## config.mk

```make
export PLATFORM = sky130hd
export DESIGN_NAME = lb_host_arb
export DESIGN_NICKNAME = d
export VERILOG_FILES = /design/src/rtl/lb_host_arb.sv
export SDC_FILE = /design/constraint.sdc
export NUM_CORES = 1
export LEC_CHECK = 0
export ABC_AREA = 0
export CAP_MARGIN = 20
export CORE_MARGIN = 2
export CORE_UTILIZATION = 41
export CTS_BUF_LIST = sky130_fd_sc_hd__clkbuf_2
export DETAILED_ROUTE_END_ITERATION = 7
export GPL_TIMING_DRIVEN = 0
export PLACE_DENSITY_LB_ADDON = 0.05
export REMOVE_ABC_BUFFERS = 1
export SLEW_MARGIN = 25
export SYNTH_ARGS = -nofsm -noshare
export SYNTH_HDL_FRONTEND = slang
export SYNTH_SLANG_ARGS = --single-unit
export TNS_END_PERCENT = 10
```

## constraint.sdc

```tcl
create_clock -name lb_clk -period 2.3 [get_ports lb_clk]
set_input_delay 0.575 -clock lb_clk [delete_from_list [all_inputs] [get_ports lb_clk]]
set_output_delay 0.575 -clock lb_clk [all_outputs]
set_load 0.05 [all_outputs]
```

## src/rtl/lb_host_arb.sv

```systemverilog
// ---------------------------------------------------------------------------
// lb_host_arb
//
// Two-master arbiter for the shared localbus in the lb_clk domain.
//   Master 0 (network host) issues single-cycle strobes with no backpressure
//   and always wins. Master 1 (on-chip sequencer) holds its request until
//   m1_ready and only gets the slots master 0 leaves idle.
//   Reads are tagged with their owner in a small FIFO so that each return is
//   routed only to the master that issued it. Returns arrive in issue order.
//   Protocol errors (tag overflow, orphan return) and the longest master-1
//   wait are reported as status.
//
// Ports
//   lb_clk, lb_rstn          clock, asynchronous active-low reset
//   m0_*                     master 0 strobes/operands, read return
//   m1_*                     master 1 requests/operands, ready, read return
//   bus_addr/wdata/write/read registered shared-bus request
//   bus_rdata/bus_rvalid     shared-bus read return (in issue order)
//   clr_stat                 synchronous clear of error flags and m1_wait_max
//   err_overflow, err_orphan sticky protocol error flags
//   m1_wait_max              longest master-1 wait in cycles (saturating)
// ---------------------------------------------------------------------------
module lb_host_arb #(
    parameter int AW        = 24,
    parameter int DW        = 32,
    parameter int TAG_DEPTH = 4
) (
    input  logic          lb_clk,
    input  logic          lb_rstn,
    input  logic [AW-1:0] m0_addr,
    input  logic [DW-1:0] m0_wdata,
    input  logic          m0_write,
    input  logic          m0_read,
    output logic [DW-1:0] m0_rdata,
    output logic          m0_rvalid,
    input  logic [AW-1:0] m1_addr,
    input  logic [DW-1:0] m1_wdata,
    input  logic          m1_write,
    input  logic          m1_read,
    output logic          m1_ready,
    output logic [DW-1:0] m1_rdata,
    output logic          m1_rvalid,
    output logic [AW-1:0] bus_addr,
    output logic [DW-1:0] bus_wdata,
    output logic          bus_write,
    output logic          bus_read,
    input  logic [DW-1:0] bus_rdata,
    input  logic          bus_rvalid,
    input  logic          clr_stat,
    output logic          err_overflow,
    output logic          err_orphan,
    output logic [15:0]   m1_wait_max
);

    localparam int PW = $clog2(TAG_DEPTH);
    localparam int CW = PW + 1;
    localparam logic [CW-1:0] FULL_CNT = CW'(TAG_DEPTH);

    logic [TAG_DEPTH-1:0] r_tags;
    logic [PW-1:0]        r_wptr;
    logic [PW-1:0]        r_rptr;
    logic [CW-1:0]        r_count;
    logic [15:0]          r_wait_cnt;

    logic w_m0_any;
    logic w_m1_req;
    logic w_m1_xfer;
    logic w_full;
    logic w_empty;
    logic w_pop;
    logic w_push;
    logic w_push_tag;
    logic w_head;
    logic w_ovf_evt;
    logic w_orph_evt;

    assign w_m0_any  = m0_write | m0_read;
    assign w_full    = (r_count == FULL_CNT);
    assign w_empty   = (r_count == '0);

    // Ready ignores a same-cycle pop on purpose: keeps m1_ready off the
    // bus_rvalid path at the cost of occasionally losing one slot.
    assign m1_ready  = ~w_m0_any & ~w_full;
    assign w_m1_req  = m1_write | m1_read;
    assign w_m1_xfer = w_m1_req & m1_ready;

    // A return only pops when there is a tag to pop; otherwise it is an orphan.
    assign w_pop      = bus_rvalid & ~w_empty;
    assign w_orph_evt = bus_rvalid & w_empty;

    // A full FIFO still accepts a master-0 tag if the head leaves this cycle.
    assign w_ovf_evt  = m0_read & w_full & ~w_pop;
    assign w_push     = w_m0_any ? (m0_read & ~w_ovf_evt) : (w_m1_xfer & m1_read);
    assign w_push_tag = ~w_m0_any;
    assign w_head     = r_tags[r_rptr];

    // Shared bus request register: master 0 first, then a master-1 transfer,
    // otherwise strobes drop and the operands keep their last value.
    always_ff @(posedge lb_clk or negedge lb_rstn) begin
        if (!lb_rstn) begin
            bus_addr  <= '0;
            bus_wdata <= '0;
            bus_write <= 1'b0;
            bus_read  <= 1'b0;
        end else if (w_m0_any) begin
            bus_addr  <= m0_addr;
            bus_wdata <= m0_wdata;
            bus_read  <= m0_read;
            bus_write <= m0_write & ~m0_read;
        end else if (w_m1_xfer) begin
            bus_addr  <= m1_addr;
            bus_wdata <= m1_wdata;
            bus_read  <= m1_read;
            bus_write <= m1_write & ~m1_read;
        end else begin
            bus_write <= 1'b0;
            bus_read  <= 1'b0;
        end
    end

    // Owner-tag FIFO. When full with a simultaneous pop, the write slot equals
    // the head slot; the head is consumed combinationally before the overwrite.
    always_ff @(posedge lb_clk or negedge lb_rstn) begin
        if (!lb_rstn) begin
            r_tags  <= '0;
            r_wptr  <= '0;
            r_rptr  <= '0;
            r_count <= '0;
        end else begin
            if (w_push) begin
                r_tags[r_wptr] <= w_push_tag;
                r_wptr         <= r_wptr + PW'(1);
            end
            if (w_pop) begin
                r_rptr <= r_rptr + PW'(1);
            end
            case ({w_push, w_pop})
                2'b10:   r_count <= r_count + CW'(1);
                2'b01:   r_count <= r_count - CW'(1);
                default: r_count <= r_count;
            endcase
        end
    end

    // Return routing by head tag; read data is held between returns.
    always_ff @(posedge lb_clk or negedge lb_rstn) begin
        if (!lb_rstn) begin
            m0_rvalid <= 1'b0;
            m1_rvalid <= 1'b0;
            m0_rdata  <= '0;
            m1_rdata  <= '0;
        end else begin
            m0_rvalid <= w_pop & ~w_head;
            m1_rvalid <= w_pop & w_head;
            if (w_pop & ~w_head) begin
                m0_rdata <= bus_rdata;
            end
            if (w_pop & w_head) begin
                m1_rdata <= bus_rdata;
            end
        end
    end

    // Status: sticky errors (a set beats a clear) and the master-1 wait
    // statistic, which tracks the running wait and its maximum.
    always_ff @(posedge lb_clk or negedge lb_rstn) begin
        if (!lb_rstn) begin
            err_overflow <= 1'b0;
            err_orphan   <= 1'b0;
            r_wait_cnt   <= '0;
            m1_wait_max  <= '0;
        end else begin
            err_overflow <= w_ovf_evt  | (err_overflow & ~clr_stat);
            err_orphan   <= w_orph_evt | (err_orphan   & ~clr_stat);

            if (w_m1_req & ~m1_ready) begin
                if (r_wait_cnt != 16'hFFFF) begin
                    r_wait_cnt <= r_wait_cnt + 16'd1;
                end
            end else if (w_m1_xfer) begin
                r_wait_cnt <= '0;
            end

            if (clr_stat) begin
                m1_wait_max <= '0;
            end else if (r_wait_cnt > m1_wait_max) begin
                m1_wait_max <= r_wait_cnt;
            end
        end
    end

endmodule

```

---- Yosys cells after proc, flatten, opt, wreduce, memory -nomap -nowiden ----
Cells that the tools add are included.
storage, ports and cells
  bits in registers ....................... 169
  input port bits ......................... 152
  output and inout port bits .............. 143
  word-level logic and storage cells ...... 86
cells by class
  $add $sub $neg .......................... 5
  order comparisons ....................... 4
  equal/unequal tests ..................... 5
  multiplexer cells ....................... 20
  bitwise operators ....................... 29
  reduce and logical (&&, ||, !) cells .... 7
operators with widths
  cell                                                                                 number
  16-bit 2-to-1 mux                                                                    5
  32-bit 2-to-1 mux                                                                    2
  24-bit 2-to-1 mux                                                                    2
  16-bit by 1-bit adder with 16-bit output, second input constant                      1
  16-bit greater-than comparator                                                       1
  16-bit != test, second input constant                                                1
  1-bit AND                                                                            15
  1-bit inverter                                                                       10
  2-bit nonzero test                                                                   4
  1-bit 2-to-1 mux                                                                     7
  2-bit by 3-bit < comparator with 1-bit output, second input constant                 2
  3-bit case mux with 2 select lines                                                   1
  2-bit by 1-bit adder with 2-bit output, second input constant                        2
  4-bit bitwise mux                                                                    1
  1-bit bitwise OR                                                                     4
  3-bit by 1-bit adder with 3-bit output, second input constant                        1
  3-bit equality test, second input constant                                           1
  3-bit logical NOT                                                                    1
  3-bit by 1-bit subtractor with 3-bit output, second input constant                   1
  1-bit binary-select mux with 2-bit select                                            1
  1-bit demux with 2-bit select                                                        1
  2-bit by 1-bit equality test with 1-bit output, second input constant                1
  2-bit equality test, second input constant                                           1
  2-bit by 1-bit greater-or-equal comparator with 1-bit output, second input constant  1
  other kinds (3)                                                                      3

---- Longest topological paths before layout ----
Gate-level depths: netlist of the first run.
  depth in word-level cells ............... 10
  depth in mapped cells ................... 12

---- Worst setup path before layout of the first run ----
Ideal clock, no wire load.
  path type ............................... input -> register
  from .................................... in m0_write
  to ...................................... reg r_wait_cnt[13]
  library setup time ...................... 140 ps
  data arrival time ....................... 2,358 ps
  required time ........................... 2,160 ps
  slack ................................... -197 ps
  cell stages on the path ................. 6
  cell sequence ........................... or2_2 > nor2_1 > o21ai_1 > buf_2 > o311ai_0 > o41ai_1
on the way
  cells in the longest elaborated chain, start to end .. 7
ends and longest elaborated chain
  what                                                                                                    line  source
  from (decl)                                                                                             32    input logic m0_write,
  1-bit bitwise OR (*)                                                                                    77    assign w_m0_any = m0_write | m0_read;
  1-bit inverter (*)                                                                                      83    assign m1_ready = ~w_m0_any & ~w_full;
  1-bit AND (*)                                                                                           83
  named net m1_ready                                                                                      40    output logic m1_ready,
  1-bit inverter                                                                                          176   if (w_m1_req & ~m1_ready) begin
  1-bit AND                                                                                               176
  2-bit by 1-bit != test with 1-bit output (no source line) / 2-bit nonzero test (equally long branches)  --
  2-bit AND reduction (no source line)                                                                    --
  to (signal assigned)                                                                                    178   r_wait_cnt <= r_wait_cnt + 16'd1;
  to (decl)                                                                                               63    logic [15:0] r_wait_cnt;
The timed path passes the listed nets; every way through them passes the cells marked *.
A chain may end at the register's enable or synchronous reset.

---- Final worst setup path of the first run ----
  from .................................... in m0_write
  to ...................................... out m1_ready
on the way
  cells in the longest elaborated chain, start to end .. 3
ends and longest elaborated chain
  what              line
  1-bit bitwise OR  77
  1-bit inverter    83
  1-bit AND         83
  to (decl)         40
Every way passes these cells.

==> summary.md, run 1 <==
| Metric | Value |
|---|---|
| Status | finished with violations |
| Failing checks | setup timing |
| Syn. warnings | 0 |
| Clock Skews | 0.0322 ns |
| HP Class | in -> async |
| Peak VDD IR | ~470 µV |
| WP data required | around 1.7 ns |
| Drt first pass iters | 5 |
| Layout cell share with drive strength beyond 1 | 0.302 |
| Final Non-Filler Cells | 1,294 |
| Setup WS post-layout | -0.0758 ns |
| Area after DPL | 11,200 µm² |
| WHS | between 0.2 and 0.25 ns |
| Die area | around 20,000 µm² |
| Count of pins over their slew limit | 0 |
| Crit start category | primary input |
| R2R Path Start | r_count[2] |
| Initial antenna violation count | 2 |
| Fin crit share | 1.03 |
| Worst Path Arrival | 1.80 ns |
| Grt ovf | 0 |
| Clock Path Buffers | 2 |
| Slew @ Worst Pin | between 0.9 and 1 ns |
| CP endpoint kind | primary output |
| Post-DP HPWL | 15.6 mm |
| Simple-Gate Fraction of Synth Area | 0.157 |
| Post-synthesis mux area share | 0.126 |
| Mapped Cells | approximately 730 |
| Crit Path Category | in -> out |
| Fmax | roughly 420 MHz |
| GP Congestion | around 0.75 |
| Clk sinks | about 170 |
| Vias in the first global route | between 6,000 and 7,000 |
| Die height | around 140 µm |
| Drt wl/cell | roughly 16 µm |
| Synthesized area | about 7800 µm² |
| Post-synth EDFFs | 0 |
| Initial drt markers | 230 |
| Synth Area in Compound Gates | 0.0825 |
| Final setup violation count | 1 |
| DRT Wirelength | 21.3 mm |
| Root Driver | clkbuf_2 |
| RR Endpoint | bus_addr[20] |
| Area grow syn2layout | 51.7% |
| Core footprint | 18,700 µm² |
| Total power | between 10 and 15 mW |
| Initial Util | 0.417 |
| P_leak | between 5 and 6 nW |
| Synth Area in Adders | 0.0379 |
| Final hold violations | 0 |
| DRC Markers | 0 |
| PwrDens | approximately 1100 nW/µm² |
| Clk_lat worst skew | ~0.75 ns |
| Crit path launch | m0_write |
| H-tree levels | 4 |
| CTS clock-pin slew for the worst setup and hold paths | 0.28 ns |
| Synthesized area per cell | 10.6 µm² |
| Seq cells post-synth | around 170 |
| Most frequent cells in the layout | 162 x dfrtp_1, 150 x clkdlybuf4s50_1, 131 x nand2_1, 115 x clkdlybuf4s15_2, 71 x nor2_1 |
| Total track usage | 0.215 |
| First-pass GRT wire length | approximately 34 mm |
| Yosys cell types | 51 |
| Remaining antenna violation count | 0 |
| IO Pins | a little under 300 |
| Minimum clock period | 2.38 ns |
| Commonest non-fill, non-tap cell in the layout | dfrtp_1 |
| Placed instance count | between 1,000 and 1,500 |
| Die X | 142 µm |
| Setup slack, reg-to-reg | about 0.040 ns |
| TritonCTS Buffers | 17 |
| Routed vias | around 6,500 |
| CP max FO | 4 |
| Synth Flop Type | dfrtp_1 |
| Main combinational cell family by area after synthesis | simple AND/OR/NAND/NOR gates |
| Nets | ~1,200 |
| Share of flip-flops with an asynchronous set or reset | 1.00 |
| # rows | 50 |
| RSZ-0062 raised after global routing | true |
| Largest net degree at the start of global routing | 75 |
| # port buffers | between 200 and 300 |
| Worst slack, placed | -0.900 ns |
| TritonCTS clock tree | yes |
| Vias per cell | approximately 5 |
| Max-cap violations | 0 |
| Sequential fraction of the synthesis area | 0.543 |
| Worst Setup EP | m1_ready |
| Post-synthesis xor/xnor area fraction | 0.0169 |
| Final Instance Area | between 10,000 and 15,000 µm² |
| Relative slew slack | 0.379 |
| Reg2Reg Depth | 9 |
## per-layer routing
metal | wire [µm] | track usage
met2 | 10600 | 0.362
met1 | 8560 | 0.251
met5 | 0 | 0
met4 | 371 | 0.0568
met3 | 1810 | 0.0938
## final cells by class
class | count | area, µm²
repair buffers | 331 | 3470
fillers | 1560 | 6880
clock inverters | 15 | 198
clock buffers | 17 | 85.1
well taps | 234 | 293
diodes | 3 | 7.51
inverters | 30 | 113
flip-flops and latches | 169 | 4240
multi-input cells | 495 | 3420
## cells by family (layout without fill, tap and decap cells)
group / Yosys count / count (layout)
AND/OR/NAND/NOR: 275 / 275
flip-flops: 169 / 169
AO/OA/AOI/OAI: 94 / 94
multiplexers: 88 / 88
buffers and inverters: 69 / 393
adder cells (fa/ha/maj): 23 / 23
XOR/XNOR: 15 / 15
other: 0 / 3
## critical path, stage by stage
cell             delay, ns
clkdlybuf4s50_1       0.52
or2_2                 0.40
nor2_4                0.15
buf_8                 0.16
## how the worst min path moves through the flow
stage              start              to  cells past startpoint
6_report         lb_rstn     m1_rdata[4]                      2
5_1_grt          lb_rstn     m1_rdata[4]                      2
4_1_cts          lb_rstn     m1_rdata[4]                      2
3_5_place_dp     lb_rstn  m1_wait_max[3]                      1
3_3_place_gp   r_rptr[1]       r_rptr[1]                      1
2_1_floorplan    lb_rstn     bus_addr[0]                      0
## flip-flops by register name, summed over array words and instances (netlist names)
name / cells
err_orphan: 1
m1_rdata: 32
r_tags: 4
bus_addr: 24
bus_read: 1
bus_wdata: 32
m1_rvalid: 1
bus_write: 1
r_count: 3
r_rptr: 2
m0_rvalid: 1
r_wptr: 2
m0_rdata: 32
m1_wait_max: 16
r_wait_cnt: 16
err_overflow: 1
## cells in the mapped netlist, types with 3 or more instances
| cell | n | area, µm² |
|---|---|---|
| ha_1 | 22 | 275 |
| xnor2_1 | 13 | 114 |
| inv_1 | 30 | 113 |
| nand2_1 | 132 | 495 |
| o21ai_0 | 7 | 35.0 |
| or2_2 | 3 | 18.8 |
| nor3_1 | 5 | 25.0 |
| buf_2 | 15 | 75.1 |
| mux2_2 | 69 | 777 |
| nand2b_1 | 33 | 206 |
| clkbuf_1 | 22 | 82.6 |
| a21oi_1 | 7 | 35.0 |
| nand4_1 | 7 | 43.8 |
| a211oi_1 | 3 | 22.5 |
| nor2_1 | 73 | 274 |
| and3_1 | 3 | 18.8 |
| dfrtp_1 | 169 | 4230 |
| a31oi_1 | 59 | 369 |
| mux2i_1 | 18 | 180 |
| nand3_1 | 7 | 35.0 |
## report_power, final
part	switching, mW	total [mW]	internal (mW)
Clock	1.23	1.80	0.573
Sequential	0.473	4.30	3.83
Combinational	4.43	7.33	2.90
Total	6.14	13.4	7.30
## through the flow
step | utilization | TNS [ns]
global route | 0.632 | -0.665
finish | 0.632 | -0.0758
floorplan | - | -193.44
detailed placement | 0.597 | -41.55
global placement | 0.580 | -1555.42
CTS | 0.627 | -0.194
## repair_timing
action | CTS | global route
gates cloned | 0 | 0
resized for setup | 433 | 64
hold buffers | 1 | 0
endpoints found under the setup margin | 161 | 51
buffers inserted | 9 | 14
pin swaps | 3 | 15
hold endpoints to repair | 169 | 0
Power figures use the tool's default switching activity.
==> run 2, diff against run 1 <==
--- a/config.mk
+++ b/config.mk
@@ -8,7 +8,7 @@
 export ABC_AREA = 0
 export CAP_MARGIN = 20
 export CORE_MARGIN = 2
-export CORE_UTILIZATION = 41
+export CORE_UTILIZATION = 46
 export CTS_BUF_LIST = sky130_fd_sc_hd__clkbuf_2
 export DETAILED_ROUTE_END_ITERATION = 7
 export GPL_TIMING_DRIVEN = 0
==> constraint.sdc (replaced) <==
create_clock -name lb_clk -period 2.2 [get_ports lb_clk]
set_input_delay 0.55 -clock lb_clk [delete_from_list [all_inputs] [get_ports lb_clk]]
set_output_delay 0.55 -clock lb_clk [all_outputs]
set_load 0.05 [all_outputs]
==> summary.md, run 2 (synthesized netlist as in run 1, its figures left out) <==
| Metric | Value |
|---|---|
| Crit start category | primary input |
| Clock Path Buffers | 2 (unchanged) |
| Worst Path Arrival | 1.80 ns (about the same) |
| Post-DP HPWL | 15.7 mm (+0.47%) |
| Total track usage | 0.244 (+0.0294) |
| # port buffers | 294 (unchanged) |
| DRT Wirelength | 21.7 mm (+1.5%) |
| IO Pins | 295 (unchanged) |
| Worst Path Buf+Inv | 2 (unchanged) |
| Largest regs | bus_wdata: 32 flops, m0_rdata: 32 flops, m1_rdata: 32 flops |
| First-pass GRT wire length | 34.1 mm (+1.5%) |
| Final Instance Area | 11,400 µm² (-3.4%) |
| Final setup violation count | 6 (+5) |
| Vias per cell | 5.06 (+1.5%) |
| Relative slew slack | 0.392 (+0.0127) |
| P_leak | 5.10 nW (-0.73%) |
| WP data required | 1.65 ns (-0.08 ns) |
| Die height | 134 µm (-5.4%) |
| Initial antenna violation count | 2 (unchanged) |
| # rows | 47 (-6.0%) |
| Setup slack, reg-to-reg | -0.04 ns (-0.08 ns) |
| GP Congestion | 0.790 (+5.2%) |
| Minimum clock period | ~2.3 ns |
| Routed vias | 6,488 (+0.51%) |
| Core footprint | 16,600 µm² (-11%) |
| Setup WS post-layout | -0.150 ns (-0.0737 ns) |
| Count of pins over their slew limit | 0 (unchanged) |
| Commonest non-fill, non-tap cell in the layout | dfrtp_1 |
| Grt ovf | 0 (unchanged) |
| Clk_lat worst skew | 0.76 ns (about the same) |
| Drt first pass iters | 4 (-1) |
| Met2 WL | 10.8 mm (+1.5%) |
| RSZ-0062 raised after global routing | true |
| Clock Skews | 0.0220 ns (-0.0102 ns) |
| CP endpoint kind | primary output |
| Vias in the first global route | 6,456 (+0.81%) |
| Initial drt markers | 312 (+36%) |
| PwrDens | 1230 nW/µm² (+8.4%) |
| Root Driver | clkbuf_2 |
| Setup Total Neg Slack | -0.209 ns (-0.133 ns) |
| Slowest-stage cell, CP | clkdlybuf4s50_1 |
| Reg2Reg Depth | 9 (unchanged) |
| Crit-path cells | clkdlybuf4s50_1 -> or2_2 -> nor2_4 -> buf_6 |
| Worst slack, placed | -0.939 ns (-0.0385 ns) |
| Placed instance count | 1,220 (-1.2%) |
| WHS Endpoint | bus_addr[14] |
| Slew @ Worst Pin | 0.909 ns (-0.0190 ns) |
| Hold path depth | 3 |
| Largest net degree at the start of global routing | 87 (+16%) |
| Status | finished with violations |
| Fin crit share | 1.07 |
| Most frequent cells in the layout | 162 x dfrtp_1, 150 x clkdlybuf4s50_1, 130 x nand2_1, 82 x buf_2, 71 x nor2_1 |
| Final hold violations | 0 (unchanged) |
| Drt wl/cell | 16.9 µm (+2.6%) |
| Met1 WL | 8.48 mm (-0.89%) |
| HP Class | in -> reg |
| R2R Path Start | r_count[0] |
| Nets | 1,221 (+0.16%) |
| Hold Crit Start | m1_addr[14] |
| RR Endpoint | r_count[2] |
| Fmax | ~430 MHz |
| Failing checks | setup timing |
| Clk sinks | 169 (unchanged) |
| Layout cell share with drive strength beyond 1 | 0.302 (+0.000374) |
| CP max FO | 4 (unchanged) |
| CTS clock-pin slew for the worst setup and hold paths | 0.26 ns (-0.02 ns) |
| Met3 WL | 1.86 mm (+2.7%) |
| Peak VDD IR | 729 µV (+54%) |
| Die area | 18,000 µm² (-11%) |
| TritonCTS clock tree | yes |
| Highest routed layer | met4 |
| Max-cap violations | 0 (unchanged) |
| TritonCTS Buffers | 17 (unchanged) |
| Initial Util | 0.470 (+0.0533) |
| H-tree levels | 4 (unchanged) |
| Final Non-Filler Cells | 1,281 (-1.0%) |
| Area grow syn2layout | 46.6% |
| Die X | 134 µm (-5.4%) |
| Area after DPL | 11,100 µm² (-0.50%) |
| Remaining antenna violation count | 0 (unchanged) |
| CP delay by family, top | buffers and inverters |
| DRC Markers | 0 (unchanged) |
| Crit Path Category | in -> out |
| Worst path max stage delay | 0.53 ns (about the same) |
==> run 2: cell count changes in the layout (fill, tap and decap cells not counted), sizes merged <==
cell	previous run	this run
clkbuf	26	18
clkinv	2	5
diode	3	2
clkdlybuf4s18	4	10
clkdlybuf4s15	115	49
inv	40	35
bufinv	2	3
buf	52	122
clkinvlp	1	2
==> run 2: final cells by class <==
type,instances,area (µm²)
sequential,169,4240
timing repair buffer,333,3090
antenna,2,5.00
tap,220,275
clock inverter,15,189
inverter,30,113
clock buffer,17,85.1
fill,1353,5160
multi-input combinational,495,3430
==> run 2: power breakdown <==
part	total [mW]	internal [mW]	switching (mW)
Sequential	4.51	4.00	0.512
Clock	1.86	0.661	1.20
Combinational	7.69	2.99	4.71
==> run 2: per-layer routing <==
metal  vias to the layer above  global-route usage
met5                         -                   0
met4                         0              0.0930
met3                        31              0.0896
met2                       218               0.401
met1                      3121               0.294
li1                       3118                   -
==> run 2: worst max-delay path by stage <==
stage / start / end / slack [ns] / cells past startpoint
after floorplan: m0_read / r_wait_cnt[15] / -3.56 / 5
after global placement: lb_rstn / bus_addr[6] / -6.61 / 1
after detailed placement: m0_write / m1_ready / -0.94 / 4
after CTS: r_count[0] / m1_ready / -0.19 / 3
after global routing: r_count[0] / m1_ready / -0.22 / 3
final: m0_write / m1_ready / -0.15 / 4
==> run 2: worst register-to-register path: cells and delay by family (launching register included) <==
kind	cells	cell delay, ns
compound gates	1	0.22
simple gates	2	0.56
flops	1	0.50
xor+xnor	2	0.30
fa+ha+maj	2	0.51
buf+inv	2	0.11
==> run 2: timing repair <==
action	4_1_cts	5_1_grt
hold buffers	1	0
hold endpoints to repair	83	0
pin swaps	5	11
buffers inserted	9	16
setup endpoints to repair	186	128
gates cloned	0	1
resized for setup	464	175
==> run 2: per-stage QoR <==
stage | utilization | power (mW) | hold WS (ns)
finish | 0.689 | 14.1 | 0.292
global route | 0.689 | 14.8 | 0.237
CTS | 0.703 | 14.1 | 0.220
detailed placement | 0.670 | 12.2 | 0.473
global placement | 0.653 | 12.0 | 0.477
floorplan | - | 9.49 | 0.254
==> run 3, diff against run 2 <==
--- a/config.mk
+++ b/config.mk
@@ -7,7 +7,6 @@
 export LEC_CHECK = 0
 export ABC_AREA = 0
 export CAP_MARGIN = 20
-export CORE_MARGIN = 2
 export CORE_UTILIZATION = 46
 export CTS_BUF_LIST = sky130_fd_sc_hd__clkbuf_2
 export DETAILED_ROUTE_END_ITERATION = 7
==> constraint.sdc (replaced) <==
create_clock -name lb_clk -period 2.7 [get_ports lb_clk]
set_input_delay 0.675 -clock lb_clk [delete_from_list [all_inputs] [get_ports lb_clk]]
set_output_delay 0.675 -clock lb_clk [all_outputs]
set_load 0.05 [all_outputs]
==> summary.md, run 3 (synthesized netlist as in run 1, its figures left out) <==
| Metric | Value |
|---|---|
| Status | completed |
| Clock Path Buffers | 2 (unchanged) |
| Crit Path Category | in -> out |
| Final hold violations | 0 (unchanged) |
| Die X | 132 µm (-1.5%) |
| First-pass GRT wire length | 33.0 mm (-3.1%) |
| CP endpoint kind | primary output |
| Total track usage | 0.243 (-0.000542) |
| Final Non-Filler Cells | 1,258 (-1.8%) |
| # rows | 47 (unchanged) |
| Drt wl/cell | 16.2 µm (-4.1%) |
| Post-DP HPWL | 15.5 mm (-1.2%) |
| Count of pins over their slew limit | 0 (unchanged) |
| Largest regs | bus_wdata: 32 flops, m0_rdata: 32 flops, m1_rdata: 32 flops |
| Slew @ Worst Pin | 0.950 ns (+0.0409 ns) |
| IO Pins | 295 (unchanged) |
| Most frequent cells in the layout | 169 x dfrtp_1, 163 x clkdlybuf4s50_1, 131 x nand2_1, 105 x dlygate4sd2_1, 71 x nor2_1 |
| WP data required | 2.03 ns (+0.38 ns) |
| Routed vias | 6,295 (-3.0%) |
| FILL cells | 1,347 (-0.44%) |
| Vias in the first global route | 6,337 (-1.8%) |
| Crit start category | primary input |
| Fin crit share | 0.969 |
| Root Driver | clkbuf_2 |
| Max-cap violations | 0 (unchanged) |
| TritonCTS clock tree | yes |
| Fmax | approximately 380 MHz |
| Die height | 132 µm (-1.5%) |
| TritonCTS Buffers | 17 (unchanged) |
| CTS clock-pin slew for the worst setup and hold paths | 0.26 ns (about the same) |
| Initial antenna violation count | 2 (unchanged) |
| DRT Wirelength | 20.4 mm (-5.8%) |
| Drt first pass iters | 4 (unchanged) |
| Relative slew slack | 0.365 (-0.0273) |
| RSZ-0062 raised after global routing | false |
| P_leak | 5.34 nW (+4.7%) |
| Reg2Reg Depth | 9 (unchanged) |
| Minimum clock period | between 2 and 3 ns |
| Initial drt markers | 266 (-15%) |
| Clock Skews | 0.0327 ns (+0.0107 ns) |
| CP max FO | 4 (unchanged) |
| Die area | 17,500 µm² (-3.0%) |
| Initial Util | 0.470 (unchanged) |
| Clk_lat worst skew | 0.73 ns (-0.03 ns) |
| Layout cell share with drive strength beyond 1 | 0.131 (-0.171) |
| Final Instance Area | 11,400 µm² (about the same) |
| Vias per cell | 5.00 (-1.2%) |
| GP Congestion | 0.771 (-2.5%) |
| PwrDens | 975 nW/µm² (-21%) |
| Placed instance count | 1,222 (+0.16%) |
| H-tree levels | 4 (unchanged) |
| Final setup violation count | 0 (-6) |
| Setup WS post-layout | 0.0824 ns (+0.232 ns) |
| HP Class | in -> async |
| Worst slack, placed | -0.684 ns (+0.255 ns) |
| Worst Path Arrival | 1.94 ns (+0.14 ns) |
| Clk sinks | 169 (unchanged) |
| Nets | 1,198 (-1.9%) |
| Commonest non-fill, non-tap cell in the layout | dfrtp_1 |
| Area grow syn2layout | 46.7% (about the same) |
| # port buffers | 294 (unchanged) |
| Post-layout util | 0.689 (about the same) |
| Remaining antenna violation count | 0 (unchanged) |
| Area after DPL | 11,200 µm² (+0.55%) |
| Largest net degree at the start of global routing | 77 (-11%) |
| Peak VDD IR | 633 µV (-13%) |
| Core footprint | 16,600 µm² (unchanged) |
| DRC Markers | 0 (unchanged) |
| Total power | 11.2 mW (-21%) |
| Grt ovf | 0 (unchanged) |
## run 3: changes by cell type in the layout (fill, tap and decap cells not counted), sizes merged
cell           previous run  this run
buf                     122        17
dlygate4sd2               0       105
clkdlybuf4s15            49         0
dlymetal6s2s              0        24
clkdlybuf4s50           150       163
clkdlybuf4s18            10         0
inv                      35        31
clkinv                    5         7
bufinv                    3         4
clkbuf                   18        19
clkinvlp                  2         1
## run 3: path summary, 6_finish.rpt
kind	from	end	slack (ns)
worst min register to register	r_rptr[1]	r_rptr[1]	0.51
max in group asynchronous	lb_rstn	bus_addr[20]	1.63
min in group lb_clk	m1_wdata[3]	bus_wdata[3]	0.45
worst min-delay path	lb_rstn	bus_addr[8]	0.38
worst max-delay path	m0_write	m1_ready	0.08
worst max register to register	r_count[1]	r_count[2]	0.18
## run 3: stage by stage
stage	setup TNS [ns]	hold slack [ns]
CTS	0	0.290
detailed placement	-9.53	0.486
global route	0	0.289
finish	0	0.375
floorplan	-166.65	0.379
global placement	-1407.75	0.477
## run 3: area by class of cell
cell class                      count  area (µm²)  area share
Sequential cell                   169        4230       0.370
Multi-Input combinational cell    495        3320       0.291
Timing Repair Buffer              310        3220       0.281
Tap cell                          220         275      0.0241
Clock inverter                     13         176      0.0154
Inverter                           30         113     0.00985
Clock buffer                       19        95.1     0.00832
Antenna cell                        2        5.00    0.000438
## run 3: layer usage
metal / global-route usage / vias to the layer above / wire (µm) / part of all wire
li1: - / 3079 / - / -
met3: 0.0727 / 24 / 1410 / 0.069
met2: 0.419 / 201 / 10300 / 0.51
met4: 0.0853 / 0 / 401 / 0.020
met1: 0.289 / 2991 / 8260 / 0.40
met5: 0 / - / 0 / 0
## run 3: where the power goes
group	internal (mW)	leakage (nW)	switching, mW
logic	2.27	3.13	3.72
registers	3.26	2.04	0.409
clock network	0.611	0.163	0.880
## run 3: timing repair
item	CTS	global route
hold buffers	1	0
endpoints found under the hold margin	32	0
pin swaps	0	1
resized for setup	114	25
endpoints found under the setup margin	106	41
setup buffers	0	1
## run 3: worst max-delay path: stages
cell and delay [ns]:
clkdlybuf4s50_1 0.49, or2_2 0.39, nor2_4 0.16, buf_4 0.23
